===== config.mk =====
export PLATFORM = sky130hd
export DESIGN_NAME = tl_bus_router
export DESIGN_NICKNAME = d
export VERILOG_FILES = /design/src/rtl/tl_bus_router.sv
export SDC_FILE = /design/constraint.sdc
export NUM_CORES = 1
export LEC_CHECK = 0
export CORE_AREA = 2 2 135 137
export CTS_CLUSTER_DIAMETER = 80
export DETAILED_ROUTE_END_ITERATION = 6
export DIE_AREA = 0 0 137 139
export GPL_ROUTABILITY_DRIVEN = 0
export GPL_TIMING_DRIVEN = 0
export PLACE_DENSITY = 0.61
export SYNTH_ARGS = -nofsm -noshare
export SYNTH_HDL_FRONTEND = slang
export SYNTH_SLANG_ARGS = --single-unit

===== constraint.sdc =====
create_clock -name clock -period 2.6 [get_ports clock]
set_input_delay 0.52 -clock clock [delete_from_list [all_inputs] [get_ports clock]]
set_output_delay 0.52 -clock clock [all_outputs]
set_load 0.005 [all_outputs]

===== src/rtl/tl_bus_router.sv =====
// TileLink-UL router: decodes one host request to one of N_DEV device ports,
// keeps a single transaction outstanding and returns a registered response.
module tl_bus_router #(
  parameter int                  N_DEV     = 4,
  parameter logic [31:0]         ADDR_MASK = 32'hF0000000,
  parameter logic [N_DEV*32-1:0] DEV_TAGS  = {32'hF0000000, 32'hE0000000,
                                              32'h80000000, 32'h00000000},
  parameter int                  TIMEOUT   = 16
) (
  input  logic               clock,
  input  logic               reset_in_n,
  input  logic               host_a_valid,
  output logic               host_a_ready,
  input  logic [2:0]         host_a_opcode,
  input  logic [31:0]        host_a_address,
  input  logic [3:0]         host_a_mask,
  input  logic [31:0]        host_a_data,
  output logic               host_d_valid,
  input  logic               host_d_ready,
  output logic [2:0]         host_d_opcode,
  output logic [31:0]        host_d_data,
  output logic               host_d_error,
  output logic [N_DEV-1:0]   dev_a_valid,
  input  logic [N_DEV-1:0]   dev_a_ready,
  output logic [2:0]         dev_a_opcode,
  output logic [31:0]        dev_a_address,
  output logic [3:0]         dev_a_mask,
  output logic [31:0]        dev_a_data,
  input  logic [N_DEV-1:0]   dev_d_valid,
  output logic [N_DEV-1:0]   dev_d_ready,
  input  logic [N_DEV*32-1:0] dev_d_data,
  input  logic [N_DEV-1:0]   dev_d_error,
  output logic [15:0]        err_count
);

  localparam int         SEL_W    = (N_DEV > 1) ? $clog2(N_DEV) : 1;
  localparam logic [7:0] TMO_LAST = 8'(TIMEOUT - 1);

  typedef enum logic [1:0] {IDLE, WAIT, RESP} state_e;

  state_e            state_q, state_d;
  logic [SEL_W-1:0]  sel_q, sel_d;
  logic [SEL_W-1:0]  drop_sel_q, drop_sel_d;
  logic [7:0]        timer_q, timer_d;
  logic              drop_pending_q, drop_pending_d;
  logic              is_get_q, is_get_d;
  logic              rsp_err_q, rsp_err_d;
  logic [31:0]       rsp_data_q, rsp_data_d;
  logic [15:0]       err_count_q, err_count_d;

  logic [SEL_W-1:0]  hit;
  logic              any_hit;
  logic              hit_ready;
  logic              blocked;
  logic              sel_valid;
  logic              sel_err;
  logic [31:0]       sel_data;
  logic              drop_valid;
  logic              drain_en;
  logic              drop_fire;
  logic              err_inc;

  // Tags are listed device 0 first, so device i lives in the (N_DEV-1-i)th word.
  always_comb begin
    any_hit = 1'b0;
    hit     = '0;
    for (int i = N_DEV - 1; i >= 0; i--) begin
      if ((host_a_address & ADDR_MASK) == DEV_TAGS[(N_DEV-1-i)*32 +: 32]) begin
        any_hit = 1'b1;
        hit     = SEL_W'(i);
      end
    end
  end

  always_comb begin
    hit_ready  = 1'b0;
    sel_valid  = 1'b0;
    sel_err    = 1'b0;
    sel_data   = '0;
    drop_valid = 1'b0;
    for (int i = 0; i < N_DEV; i++) begin
      if (hit == SEL_W'(i)) hit_ready = dev_a_ready[i];
      if (sel_q == SEL_W'(i)) begin
        sel_valid = dev_d_valid[i];
        sel_err   = dev_d_error[i];
        sel_data  = dev_d_data[i*32 +: 32];
      end
      if (drop_sel_q == SEL_W'(i)) drop_valid = dev_d_valid[i];
    end
  end

  // A device that timed out must return its late beat before it sees a new request.
  assign blocked   = drop_pending_q && any_hit && (hit == drop_sel_q);
  assign drain_en  = drop_pending_q && !((state_q == WAIT) && (sel_q == drop_sel_q));
  assign drop_fire = drain_en && drop_valid;

  always_comb begin
    for (int i = 0; i < N_DEV; i++) begin
      dev_a_valid[i] = (state_q == IDLE) && any_hit && !blocked &&
                       (hit == SEL_W'(i)) && host_a_valid;
      dev_d_ready[i] = ((state_q == WAIT) && (sel_q == SEL_W'(i))) ||
                       (drain_en && (drop_sel_q == SEL_W'(i)));
    end
  end

  assign dev_a_opcode  = host_a_opcode;
  assign dev_a_address = host_a_address;
  assign dev_a_mask    = host_a_mask;
  assign dev_a_data    = host_a_data;

  always_comb begin
    state_d        = state_q;
    sel_d          = sel_q;
    timer_d        = timer_q;
    drop_pending_d = drop_pending_q;
    drop_sel_d     = drop_sel_q;
    is_get_d       = is_get_q;
    rsp_data_d     = rsp_data_q;
    rsp_err_d      = rsp_err_q;
    err_inc        = 1'b0;
    host_a_ready   = 1'b0;

    if (drop_fire) drop_pending_d = 1'b0;

    case (state_q)
      IDLE: begin
        host_a_ready = any_hit ? (hit_ready && !blocked) : 1'b1;
        if (host_a_valid && host_a_ready) begin
          is_get_d = (host_a_opcode == 3'd4);
          if (any_hit) begin
            sel_d   = hit;
            timer_d = '0;
            state_d = WAIT;
          end else begin
            rsp_data_d = '0;
            rsp_err_d  = 1'b1;
            err_inc    = 1'b1;
            state_d    = RESP;
          end
        end
      end
      WAIT: begin
        timer_d = timer_q + 8'd1;
        // A beat on the timeout cycle itself still counts as a normal response.
        if (sel_valid) begin
          rsp_data_d = (is_get_q && !sel_err) ? sel_data : 32'h0;
          rsp_err_d  = sel_err;
          state_d    = RESP;
        end else if (timer_q == TMO_LAST) begin
          rsp_data_d     = '0;
          rsp_err_d      = 1'b1;
          err_inc        = 1'b1;
          drop_pending_d = 1'b1;
          drop_sel_d     = sel_q;
          state_d        = RESP;
        end
      end
      RESP: begin
        if (host_d_ready) state_d = IDLE;
      end
      default: state_d = IDLE;
    endcase

    err_count_d = (err_inc && (err_count_q != 16'hFFFF)) ? err_count_q + 16'd1 : err_count_q;
  end

  always_ff @(posedge clock or negedge reset_in_n) begin
    if (!reset_in_n) begin
      state_q        <= IDLE;
      sel_q          <= '0;
      drop_sel_q     <= '0;
      timer_q        <= '0;
      drop_pending_q <= 1'b0;
      is_get_q       <= 1'b0;
      rsp_err_q      <= 1'b0;
      rsp_data_q     <= '0;
      err_count_q    <= '0;
    end else begin
      state_q        <= state_d;
      sel_q          <= sel_d;
      drop_sel_q     <= drop_sel_d;
      timer_q        <= timer_d;
      drop_pending_q <= drop_pending_d;
      is_get_q       <= is_get_d;
      rsp_err_q      <= rsp_err_d;
      rsp_data_q     <= rsp_data_d;
      err_count_q    <= err_count_d;
    end
  end

  assign host_d_valid  = (state_q == RESP);
  assign host_d_opcode = {2'b00, is_get_q};
  assign host_d_data   = rsp_data_q;
  assign host_d_error  = rsp_err_q;
  assign err_count     = err_count_q;

endmodule


# Yosys cells after proc, flatten, opt, wreduce, memory -nomap -nowiden
# Index checks and enable logic that the tools add are counted.
[op_classes]
add_sub_neg = 2
eq_ne = 24
mux = 59
n_bitwise = 1
n_reduce_logical = 46
[op_table]
columns = ["operator", "count"]
rows = [
  ["32-bit two-way mux", 9],
  ["32-bit case mux with 2 select lines", 1],
  ["1-bit two-way mux", 34],
  ["32-bit zero test", 1],
  ["1-bit logical AND", 27],
  ["2-bit two-way mux", 9],
  ["16-bit by 1-bit adder with 16-bit output, second input constant", 1],
  ["8-bit two-way mux", 2],
  ["16-bit inequality test, second input constant", 1],
  ["8-bit case mux with 2 select lines", 1],
  ["2-bit equality test, second input constant", 7],
  ["4-bit equality test, second input constant", 3],
  ["3-bit AND reduction", 4],
  ["8-bit by 1-bit adder with 8-bit output, second input constant", 1],
  ["2-bit by 1-bit equality test with 1-bit output, second input constant", 4],
  ["8-bit by 4-bit equality test with 1-bit output, second input constant", 1],
  ["2-bit zero test", 4],
  ["2-bit case mux with 3 select lines", 1],
  ["2-bit equality test", 2],
  ["1-bit logical OR", 4],
  ["2-bit by 1-bit inequality test with 1-bit output, second input constant", 2],
  ["2-bit inequality test, second input constant", 2],
  ["1-bit case mux with 2 select lines", 2],
  ["4-bit AND reduction", 1],
  ["other kinds (6)", 8],
]
[word_totals]
ff_bits = 65
output_inout_bits = 133
wordCells = 141

# Depth between registers and ports, before layout
# Gate-level depths: netlist of run 1.
[depth]
word_depth = 16
ltp_mapped = 8

# Least setup slack after synthesis of run 1
# Ideal clock, no wire load.
[synth_path]
kind = "in2reg"
start = "input port host_a_address[28]"
end = "register is_get_q"
setup_ns = 0.125
arrival_ns = 2.288
t_required_ns = 2.475
slack_ns = 0.187
cell_stages = 7
n_path_buf = 1
cell_sequence = "clkbuf_1 or4b_2 a21boi_2 nand3_1 and2_1 o21ai_0 mux2_2"
[synth_between]
elab_chain_cells = 14
word_cells_on_any_way = 28
[synth_lines]
columns = ["element", "line", "rtl"]
rows = [
  ["from (decl)", "15", "input logic [31:0] host_a_address,"],
  ["32-bit zero test", "68", "if ((host_a_address & ADDR_MASK) == DEV_TAGS[(N_DEV-1-i)*32 +: 32]) begin"],
  ["2-bit two-way mux (4 in series)", "68", ""],
  ["2-bit zero test", "82", "if (hit == SEL_W'(i)) hit_ready = dev_a_ready[i];"],
  ["1-bit two-way mux (4 in series)", "82", ""],
  ["1-bit logical AND", "127", "host_a_ready = any_hit ? (hit_ready && !blocked) : 1'b1;"],
  ["1-bit two-way mux (*)", "127", ""],
  ["1-bit logical AND (*)", "128", "if (host_a_valid && host_a_ready) begin"],
  ["2-bit AND reduction (no source line) (*)", "-", ""],
  ["to (signal assigned)", "184", "is_get_q <= is_get_d;"],
  ["to (decl)", "46", "logic is_get_q, is_get_d;"],
]
# Mark *: on every way between the ends. The rest lies on a longest branch, timed or not.
# A chain may end at the register's enable or synchronous reset.

# Worst setup path in the final report of run 1
[layout_path]
start = "input port host_a_address[31]"
end = "output port dev_a_valid[2]"
[layout_between]
elab_chain_cells = 11
word_cells_on_any_way = 21
[layout_lines]
columns = ["element", "line", "rtl"]
rows = [
  ["32-bit zero test", "68", ""],
  ["2-bit two-way mux / 1-bit two-way mux (equally long branches) (4 in series)", "68", ""],
  ["2-bit equality test / 1-bit logical AND (equally long branches)", "93", "assign blocked = drop_pending_q && any_hit && (hit == drop_sel_q);"],
  ["1-bit logical AND", "93", ""],
  ["1-bit zero test", "99", "dev_a_valid[i] = (state_q == IDLE) && any_hit && !blocked &&"],
  ["1-bit logical AND", "99", ""],
  ["1-bit logical AND (*)", "99", ""],
  ["1-bit logical AND (*)", "100", "(hit == SEL_W'(i)) && host_a_valid;"],
  ["to (decl)", "23", "output logic [N_DEV-1:0] dev_a_valid,"],
]
# Marked as above.

==> metrics.txt, run 1 <==
Worst R2R Start timer_q[4]; CP Launch Type primary input; ant diodes 0; routed vias/inst 4.67; htree depth 3; FF+latch area 0.00163 sq mm; Util after Layout 0.447; drt pass-1 iters 4; post-layout power 0.00414 W; Min-Delay Path Class in -> async; vias 4236; EDFF count, synth 0; Hold Vio Cnt, Final 0; ys async rst share 1.00; Total Wirelength 16000 um; number of global-route vias before repair 4495; cells after synthesis 380; Syn-to-layout area delta 81.3%; WL/cell 17.7 um; CP top delay family simple AND/OR/NAND/NOR gates; Yosys reg bits 65; Synth area leaders dfrtp_1 37%, mux4_2 18%, buf_4 13%; Crit. Startpoint host_a_address[31]; Max Cap Viol 0; cells along the critical path buf_4 -> or3_4 -> a211o_1 -> a31oi_4 -> nand2_4 -> nor3_4 -> buf_2; CORE AREA 0.0177 sq mm; Setup Skew 0.00551 ns; Max-slew headroom 0.440; pwr/cell area 525 mW/mm^2; pre-CTS setup slack -0.917 ns; P_leak 3.28 nW; drt drc 0; row cnt 49; clock tree sinks 65; Worst path max stage delay 0.37 ns; worst path required time 2.08 ns; CTS tree built; CP arrival 2.00 ns; largest net degree at the start of global routing 66; Final HPWL DP 12700 um; ratio of cells with drive above 1 in the final layout 0.264; placed inst area 0.00742 sq mm; Detailed Route Iter0 Violations 184; Post-Syn Area 0.00435 sq mm; fillers 1631; slew at the pin closest to its max-slew limit 0.839 ns; die outline width 137 um; worst setup margin 0.0821 ns; min Tclk post-route 2.52 ns; DIE HEIGHT 139 um; Primary FF master, synth dfrtp_1; most numerous cell in the Yosys netlist buf_4; Yosys warnings 0; setup violators final 0; Fmax achieved 0.397 GHz; CTS Buf Count 9; crit path max fanout 9; kind of end point of the critical path output pin; fin nets 890; post-route ant nets 0; die area 0.0190 sq mm; Top Ports 348; Synth area leader dfrtp_1; multi-input logic area 0.00212 sq mm; initial antenna violation count 0; clock buffer depth 2; crit path kind in -> out; Yosys cell types 49; starting density of the core 0.247; Synth top area share 0.374; syn avg cell area 11.5 sq um; GRT overflow 0; Crit-path slowest cell or3_4; status finished clean; Seq/Total Area, Yosys 0.374; period utilization 0.968; fin area 0.00789 sq mm; commonest cells in the netlist 75 x buf_4, 65 x dfrtp_1, 35 x mux4_2; worst path bufs/invs 2; clock latency on the worst-skew pair 0.33 ns; Worst-path clk slew 0.06 ns; r2r setup slk 0.17 ns; first-pass GRT wire length 24200 um; Slew Viols, Final 0; worst vdd ir 0.000304 V; Root Driver clkbuf_16; unrepaired setup endpoints after global routing no; IO Port Bufs 278; gr usage total 0.162
[flip-flops by register name, indices dropped and copies added (netlist names)]
| register | count |
|---|---|
| host_d_data | 32 |
| err_count | 16 |
| timer_q | 8 |
| drop_sel_q | 2 |
| sel_q | 2 |
| state_q | 2 |
| drop_pending_q | 1 |
| host_d_error | 1 |
| is_get_q | 1 |
[path summary, 6_finish.rpt]
path / endpoint / cells after the start
min: err_count[9] / 1
min reg2reg: host_d_data[29] / 1
min in group clock: host_d_data[29] / 1
max reg2reg: host_d_data[2] / 5
max: dev_a_valid[2] / 7
max in group asynchronous: drop_sel_q[1] / 1
[through the flow]
step,std cells,hold slack [ns],TNS [ns]
5_1_grt,907,0.361,0
3_5_place_dp,888,0.489,-25.89
6_report,907,0.284,0
2_1_floorplan,381,0.224,0
4_1_cts,907,0.325,0
3_3_place_gp,888,0.479,-103.28
[final cells by class]
cell class                      count  area share
Buffer                             96      0.0869
Clock inverter                      6      0.0146
Sequential cell                    65       0.206
Multi-Input combinational cell    209       0.268
Timing Repair Buffer              282       0.353
Clock buffer                       10      0.0303
Tap cell                          229      0.0363
Inverter                           10     0.00476
[layout by cell type (no fill, tap or decap), types with 2 or more instances in the layout]
master,netlist,layout
clkbuf_1,12,6
ha_1,2,2
o21ai_0,13,12
nand4_1,6,6
or4_1,2,2
nand2_1,15,14
o211ai_1,2,2
clkdlybuf4s50_1,0,271
buf_2,4,5
clkbuf_2,0,11
xnor2_1,13,13
inv_1,10,10
a21o_1,2,2
bufinv_16,0,3
or3_4,1,2
a21oi_1,10,9
clkbuf_16,0,9
a22o_1,32,32
clkbuf_4,0,2
and3_1,7,7
nand3_1,12,11
or3_1,7,6
dfrtp_1,65,64
and2_1,3,2
xor2_1,4,4
clkinv_4,0,2
conb_1,1,2
nor2_1,7,6
mux2_2,3,3
nor3_2,0,3
buf_4,75,80
mux4_2,35,35
o22ai_1,3,3
nor3b_1,3,2
buf_6,2,2
[metal layers]
metal,global-route usage,share of wire,vias up,wire length (um)
li1,-,-,1937,-
met1,0.190,0.39,2062,6290
met2,0.289,0.50,223,8020
met3,0.0318,0.091,14,1450
met4,0.0548,0.016,0,252
met5,0,0,-,0
[report_power, final]
part	switching, W	leakage, nW	internal, W
logic	0.000604	2.23	0.000912
clock network	0.000459	0.169	0.000966
registers	0.000103	0.881	0.00110
total	0.00117	3.28	0.00298
[cell families (layout without fill, tap and decap cells)]
group | count (synthesis) | in the layout | share of synthesized area
flip-flops | 65 | 65 | 0.374
buffers and inverters | 107 | 404 | 0.162
XOR/XNOR | 17 | 17 | 0.0342
multiplexers | 38 | 38 | 0.189
AO/OA/AOI/OAI | 74 | 74 | 0.134
other | 1 | 2 | 0.000861
adder cells (fa/ha/maj) | 2 | 2 | 0.00575
AND/OR/NAND/NOR | 76 | 76 | 0.101
[timing repair]
item,CTS,global route
setup endpoints to repair,44,41
pin swaps,4,6
hold buffers,0,0
setup buffers,4,1
gates resized for setup,34,29
No activity file was read; power rests on OpenSTA's default activity.
==> run 2: changes to the inputs <==
--- a/config.mk
+++ b/config.mk
@@ -9,8 +9,8 @@
 export CTS_CLUSTER_DIAMETER = 80
 export DETAILED_ROUTE_END_ITERATION = 6
 export DIE_AREA = 0 0 137 139
-export GPL_ROUTABILITY_DRIVEN = 0
 export GPL_TIMING_DRIVEN = 0
+export MAX_ROUTING_LAYER = met4
 export PLACE_DENSITY = 0.61
 export SYNTH_ARGS = -nofsm -noshare
 export SYNTH_HDL_FRONTEND = slang
==> constraint.sdc (replaced) <==
create_clock -name clock -period 2.6 [get_ports clock]
set_input_delay 0.26 -clock clock [delete_from_list [all_inputs] [get_ports clock]]
set_output_delay 0.26 -clock clock [all_outputs]
set_load 0.005 [all_outputs]
==> run 2 against run 1 <==
Net effect:
- final area decreased by 0.92%
- register-to-register slack got worse by 0.04 ns
- core utilization decreased by 0.41 points
- global-route usage increased by 0.46 points
- combinational power decreased by 3%
- critical path depth decreased by 2
- critical path type is now reg -> reg
- highest routed layer unchanged
==> metrics.txt, run 2 (synthesis gave the netlist of run 1 again) <==
status finished clean (unchanged); Worst-path clk slew 0.06 ns (about the same); Setup Skew 0.00650 ns (was 0.00551 ns); post-route ant nets 0 (unchanged); worst path required time 2.81 ns (was 2.08 ns); DIE HEIGHT 139 um (unchanged); clock latency on the worst-skew pair 0.33 ns (about the same); period utilization 0.951 (was 0.968); minimum hold slack 0.0279 ns (was 0.284 ns); fin nets 890 (unchanged); clock tree sinks 65 (unchanged); CP arrival 2.68 ns (was 2.00 ns); Syn-to-layout area delta 79.6% (was 81.3%); hold_buf cts 0 (unchanged); Fmax achieved 0.405 GHz (was 0.397 GHz); Max Cap Viol 0 (unchanged); worst setup margin 0.128 ns (was 0.0821 ns); largest net degree at the start of global routing 66 (unchanged); Slew Viols, Final 0 (unchanged); Max-slew headroom 0.442 (was 0.440); initial antenna violation count 0 (unchanged); clock buffer depth 2 (unchanged); crit path max fanout 10 (was 9); CORE AREA 0.0177 sq mm (unchanged); vias 4203 (was 4236); worst vdd ir 0.000303 V (was 0.000304 V); die area 0.0190 sq mm (unchanged); Util after Layout 0.443 (was 0.447); slew at the pin closest to its max-slew limit 0.838 ns (was 0.839 ns); pwr/cell area 525 mW/mm^2 (about the same); WL/cell 17.6 um (was 17.7 um); kind of end point of the critical path flop (was output pin); htree depth 3 (unchanged); ant diodes 0 (unchanged); most frequent cells in the layout 272 x clkdlybuf4s50_1, 80 x buf_4, 64 x dfrtp_1 (was 271 x clkdlybuf4s50_1, 80 x buf_4, 64 x dfrtp_1); Min-Delay Path Class in -> async (unchanged); max reg flops 32 (unchanged); pre-CTS setup slack -0.397 ns (was -0.917 ns); GRT overflow 0 (unchanged); unrepaired setup endpoints after global routing no (unchanged); placer congestion estimate 0.795; drt pass-1 iters 4 (unchanged); gr usage total 0.166 (was 0.162); crit path kind reg -> reg (was in -> out); drt drc 0 (unchanged); row cnt 49 (unchanged); commonest non-fill, non-tap cell in the layout clkdlybuf4s50_1 (unchanged); Total Wirelength 16000 um (about the same); placed inst area 0.00742 sq mm (unchanged); ratio of cells with drive above 1 in the final layout 0.235 (was 0.264); Root Driver clkbuf_16 (unchanged); CTS Buf Count 9 (unchanged); Hold Vio Cnt, Final 0 (unchanged); number of global-route vias before repair 4480 (was 4495); IO Port Bufs 278 (unchanged); P_leak 3.24 nW (was 3.28 nW); die outline width 137 um (unchanged); routed vias/inst 4.63 (was 4.67); min Tclk post-route 2.47 ns (was 2.52 ns); starting density of the core 0.247 (unchanged); Detailed Route Iter0 Violations 175 (was 184); CP Launch Type flop (was primary input); fin area 0.00782 sq mm (was 0.00789 sq mm); Top Ports 348 (unchanged); first-pass GRT wire length 24100 um (was 24200 um); setup violators final 0 (unchanged); Final HPWL DP 12700 um (unchanged); CTS tree built (unchanged)
[run 2: cell types whose count changed in the layout (fill, tap and decap cells not counted), sizes merged]
cell / delta
buf: -1
clkbuf: -4
clkdlybuf4s50: +1
dlygate4sd2: +4
[run 2: layout make-up]
cell class	instances	area, sq um
Fill cell	1634	9840
Tap cell	229	287
Timing Repair Buffer	282	2800
Buffer	96	671
Inverter	10	37.5
Clock inverter	6	115
Multi-Input combinational cell	209	2040
Sequential cell	65	1630
Clock buffer	10	239
[run 2: report_power, final]
part | switching [W] | internal (W)
logic | 0.000595 | 0.000889
clock network | 0.000459 | 0.000966
registers | 0.0000944 | 0.00110
[run 2: metrics by stage]
| stage | cells | total power, W | setup TNS, ns |
|---|---|---|---|
| after floorplan | 381 | 0.00199 | 0 |
| after global placement | 888 | 0.00268 | -71.51 |
| after detailed placement | 888 | 0.00271 | -10.51 |
| after CTS | 906 | 0.00417 | 0 |
| after global routing | 907 | 0.00433 | 0 |
| final | 907 | 0.00410 | 0 |
[run 2: worst max-delay path, cell delays in order, from the launching register on]
cell and delay [ns]:
dfrtp_1 0.44, or4_1 0.61, o21ai_0 0.35, nand2_1 0.31
clkbuf_1 0.34, a22o_1 0.30
[run 2: what timing repair did]
action                                 in CTS  in global routing
endpoints found under the hold margin       0                  0
pin swaps                                   1                  1
gates resized for setup                    10                 13
setup endpoints to repair                   9                 24
buffers inserted                            3                  1
[run 2: final timing paths]
kind	start	end	slack (ns)	cells after the start
max	timer_q[4]	host_d_data[24]	0.13	5
min in group clock	host_a_address[30]	sel_q[1]	0.31	3
min reg2reg	host_d_data[29]	host_d_data[29]	0.50	1
max in group asynchronous	reset_in_n	drop_sel_q[1]	1.98	1
min	reset_in_n	err_count[9]	0.03	1
max reg2reg	timer_q[4]	host_d_data[24]	0.13	5
[run 2: routing by layer]
metal / up-vias / GRT usage / routed length [um]
li1: 1933 / - / -
met1: 2027 / 0.190 / 6310
met2: 228 / 0.291 / 7990
met3: 15 / 0.0300 / 1400
met4: 0 / 0.0526 / 261
met5: - / - / 0
==> run 3: changes to the inputs <==
--- a/config.mk
+++ b/config.mk
@@ -11,7 +11,7 @@
 export DIE_AREA = 0 0 137 139
 export GPL_TIMING_DRIVEN = 0
 export MAX_ROUTING_LAYER = met4
-export PLACE_DENSITY = 0.61
+export PLACE_DENSITY = 0.68
 export SYNTH_ARGS = -nofsm -noshare
 export SYNTH_HDL_FRONTEND = slang
 export SYNTH_SLANG_ARGS = --single-unit
==> constraint.sdc (replaced) <==
create_clock -name clock -period 2.3 [get_ports clock]
set_input_delay 0.23 -clock clock [delete_from_list [all_inputs] [get_ports clock]]
set_output_delay 0.23 -clock clock [all_outputs]
set_load 0.005 [all_outputs]
==> run 3 against run 2 <==
Net effect:
- clock power decreased by 11%
- global-route usage decreased by 0.70 points
- die area unchanged
- register-to-register slack got worse by 0.03 ns
- final area decreased by 0.26%
- routed wire length decreased by 3.8%
- combinational power increased by 16%
- sequential power increased by 13%
- clock skew decreased by 0.0012 ns
- sequential share of layout area increased by 0.053 points
- critical endpoint is now err_count[1]
==> metrics.txt, run 3 (synthesis gave the netlist of run 1 again) <==
Detailed Route Iter0 Violations 258 (was 175); fin nets 891 (was 890); fin area 0.00780 sq mm (was 0.00782 sq mm); most used cell, CP buf_2; FF+latch area 0.00163 sq mm (unchanged); starting density of the core 0.247 (unchanged); setup_tns 0 ns (unchanged); slew at the pin closest to its max-slew limit 0.829 ns (was 0.838 ns); Crit-path slowest cell mux4_2 (was or4_1); min Tclk post-route 2.20 ns (was 2.47 ns); CTS tree built (unchanged); Worst path max stage delay 0.56 ns (was 0.61 ns); period utilization 0.958 (was 0.951); max reg flops 32 (unchanged); post-route ant nets 0 (unchanged); Hold Vio Cnt, Final 0 (unchanged); Slew Viols, Final 0 (unchanged); status finished clean (unchanged); cells along the critical path buf_2 -> mux4_2 -> nor4_4 -> o32a_1 -> buf_2 -> mux2_2 (was or4_1 -> o21ai_0 -> nand2_1 -> clkbuf_1 -> a22o_1); crit path max fanout 10 (unchanged); clock latency on the worst-skew pair 0.33 ns (about the same); crit path kind reg -> reg (unchanged); Top Ports 348 (unchanged); GRT overflow 0 (unchanged); placer congestion estimate 0.787 (was 0.795); hold_buf cts 0 (unchanged); Top Layer Used met4 (unchanged); fillers 1739 (was 1634); Util after Layout 0.442 (was 0.443); vias 4125 (was 4203); CTS Buf Count 9 (unchanged); number of global-route vias before repair 4294 (was 4480); CP top delay family multiplexers (was simple AND/OR/NAND/NOR gates); routed vias/inst 4.54 (was 4.63); IO Port Bufs 278 (unchanged); Worst-path clk slew 0.06 ns (about the same); row cnt 49 (unchanged); gr usage total 0.159 (was 0.166); worst path bufs/invs 2 (was 1); Setup Skew 0.00532 ns (was 0.00650 ns); FF-to-FF path depth 6 (was 5); initial antenna violation count 0 (unchanged); WL met3 1470 um (was 1400 um); post-layout power 0.00433 W (was 0.00410 W); Worst R2R Start sel_q[0] (was timer_q[4]); most frequent cells in the layout 271 x clkdlybuf4s50_1, 81 x buf_4, 64 x dfrtp_1 (was 272 x clkdlybuf4s50_1, 80 x buf_4, 64 x dfrtp_1); Syn-to-layout area delta 79.2% (was 79.6%); pwr/cell area 555 mW/mm^2 (was 525 mW/mm^2); placed inst area 0.00742 sq mm (unchanged); WL/cell 16.9 um (was 17.6 um); M1 WL 5990 um (was 6310 um); largest net degree at the start of global routing 66 (unchanged); Critical R2R Capture err_count[1] (was host_d_data[24]); clock buffer depth 2 (unchanged); Min-Delay Path Class in -> async (unchanged); drt pass-1 iters 4 (unchanged); clock tree sinks 65 (unchanged); DIE HEIGHT 139 um (unchanged); r2r setup slk 0.1 ns (was 0.13 ns); CP Launch Type flop (unchanged); kind of end point of the critical path flop (unchanged); CORE AREA 0.0177 sq mm (unchanged); worst vdd ir 0.000427 V (was 0.000303 V); multi-input logic area 0.00208 sq mm (was 0.00204 sq mm); setup violators final 0 (unchanged); drt drc 0 (unchanged); die area 0.0190 sq mm (unchanged); die outline width 137 um (unchanged); worst path required time 2.52 ns (was 2.81 ns); CP arrival 2.42 ns (was 2.68 ns); Root Driver clkbuf_16 (unchanged); commonest non-fill, non-tap cell in the layout clkdlybuf4s50_1 (unchanged); Final HPWL DP 12400 um (was 12700 um); first-pass GRT wire length 22700 um (was 24100 um); P_leak 3.23 nW (was 3.24 nW); Total Wirelength 15400 um (was 16000 um); htree depth 3 (unchanged); Max Cap Viol 0 (unchanged); ratio of cells with drive above 1 in the final layout 0.252 (was 0.235); Fmax achieved 0.454 GHz (was 0.405 GHz); unrepaired setup endpoints after global routing yes (was no); Max-slew headroom 0.447 (was 0.442); ant diodes 0 (unchanged); WL met2 7770 um (was 7990 um)
[run 3: worst max-delay path by stage]
stage | start | end | depth (start not counted)
finish | sel_q[0] | err_count[1] | 6
global route | sel_q[1] | dev_d_ready[2] | 4
CTS | sel_q[0] | dev_d_ready[0] | 4
detailed placement | sel_q[1] | dev_d_ready[2] | 5
global placement | reset_in_n | state_q[1] | 1
floorplan | timer_q[4] | err_count[1] | 5
[run 3: area by class of cell]
type / instances / share of cell area
sequential: 65 / 0.209
timing repair buffer: 283 / 0.359
clock inverter: 6 / 0.00529
inverter: 10 / 0.00481
tap: 229 / 0.0367
buffer: 96 / 0.0877
multi-input combinational: 209 / 0.267
clock buffer: 10 / 0.0306
[run 3: per-layer routing]
metal | GRT usage | vias to the layer above
met5 | - | -
li1 | - | 1939
met4 | 0.0326 | 0
met3 | 0.0468 | 8
met2 | 0.272 | 216
met1 | 0.184 | 1962
[run 3: report_power, final]
part	switching, W	internal, W
clock network	0.000510	0.000757
logic	0.000680	0.00103
registers	0.000113	0.00124
[run 3: timing repair]
| action | 4_1_cts | 5_1_grt |
|---|---|---|
| hold endpoints to repair | 0 | 0 |
| pin swaps | 4 | 1 |
| resized for setup | 32 | 12 |
| endpoints found under the setup margin | 49 | 28 |
| setup buffers | 5 | 0 |
[run 3: stage by stage]
| stage | hold WS [ns] | std cells | worst slack, ns |
|---|---|---|---|
| after detailed placement | 0.392 | 888 | -0.632 |
| final | 0.00528 | 908 | 0.0959 |
| after CTS | 0.0345 | 908 | 0.0152 |
| after global placement | 0.485 | 888 | -1.26 |
| after global routing | 0.0710 | 908 | -0.00466 |
| after floorplan | -0.0656 | 381 | 0.163 |
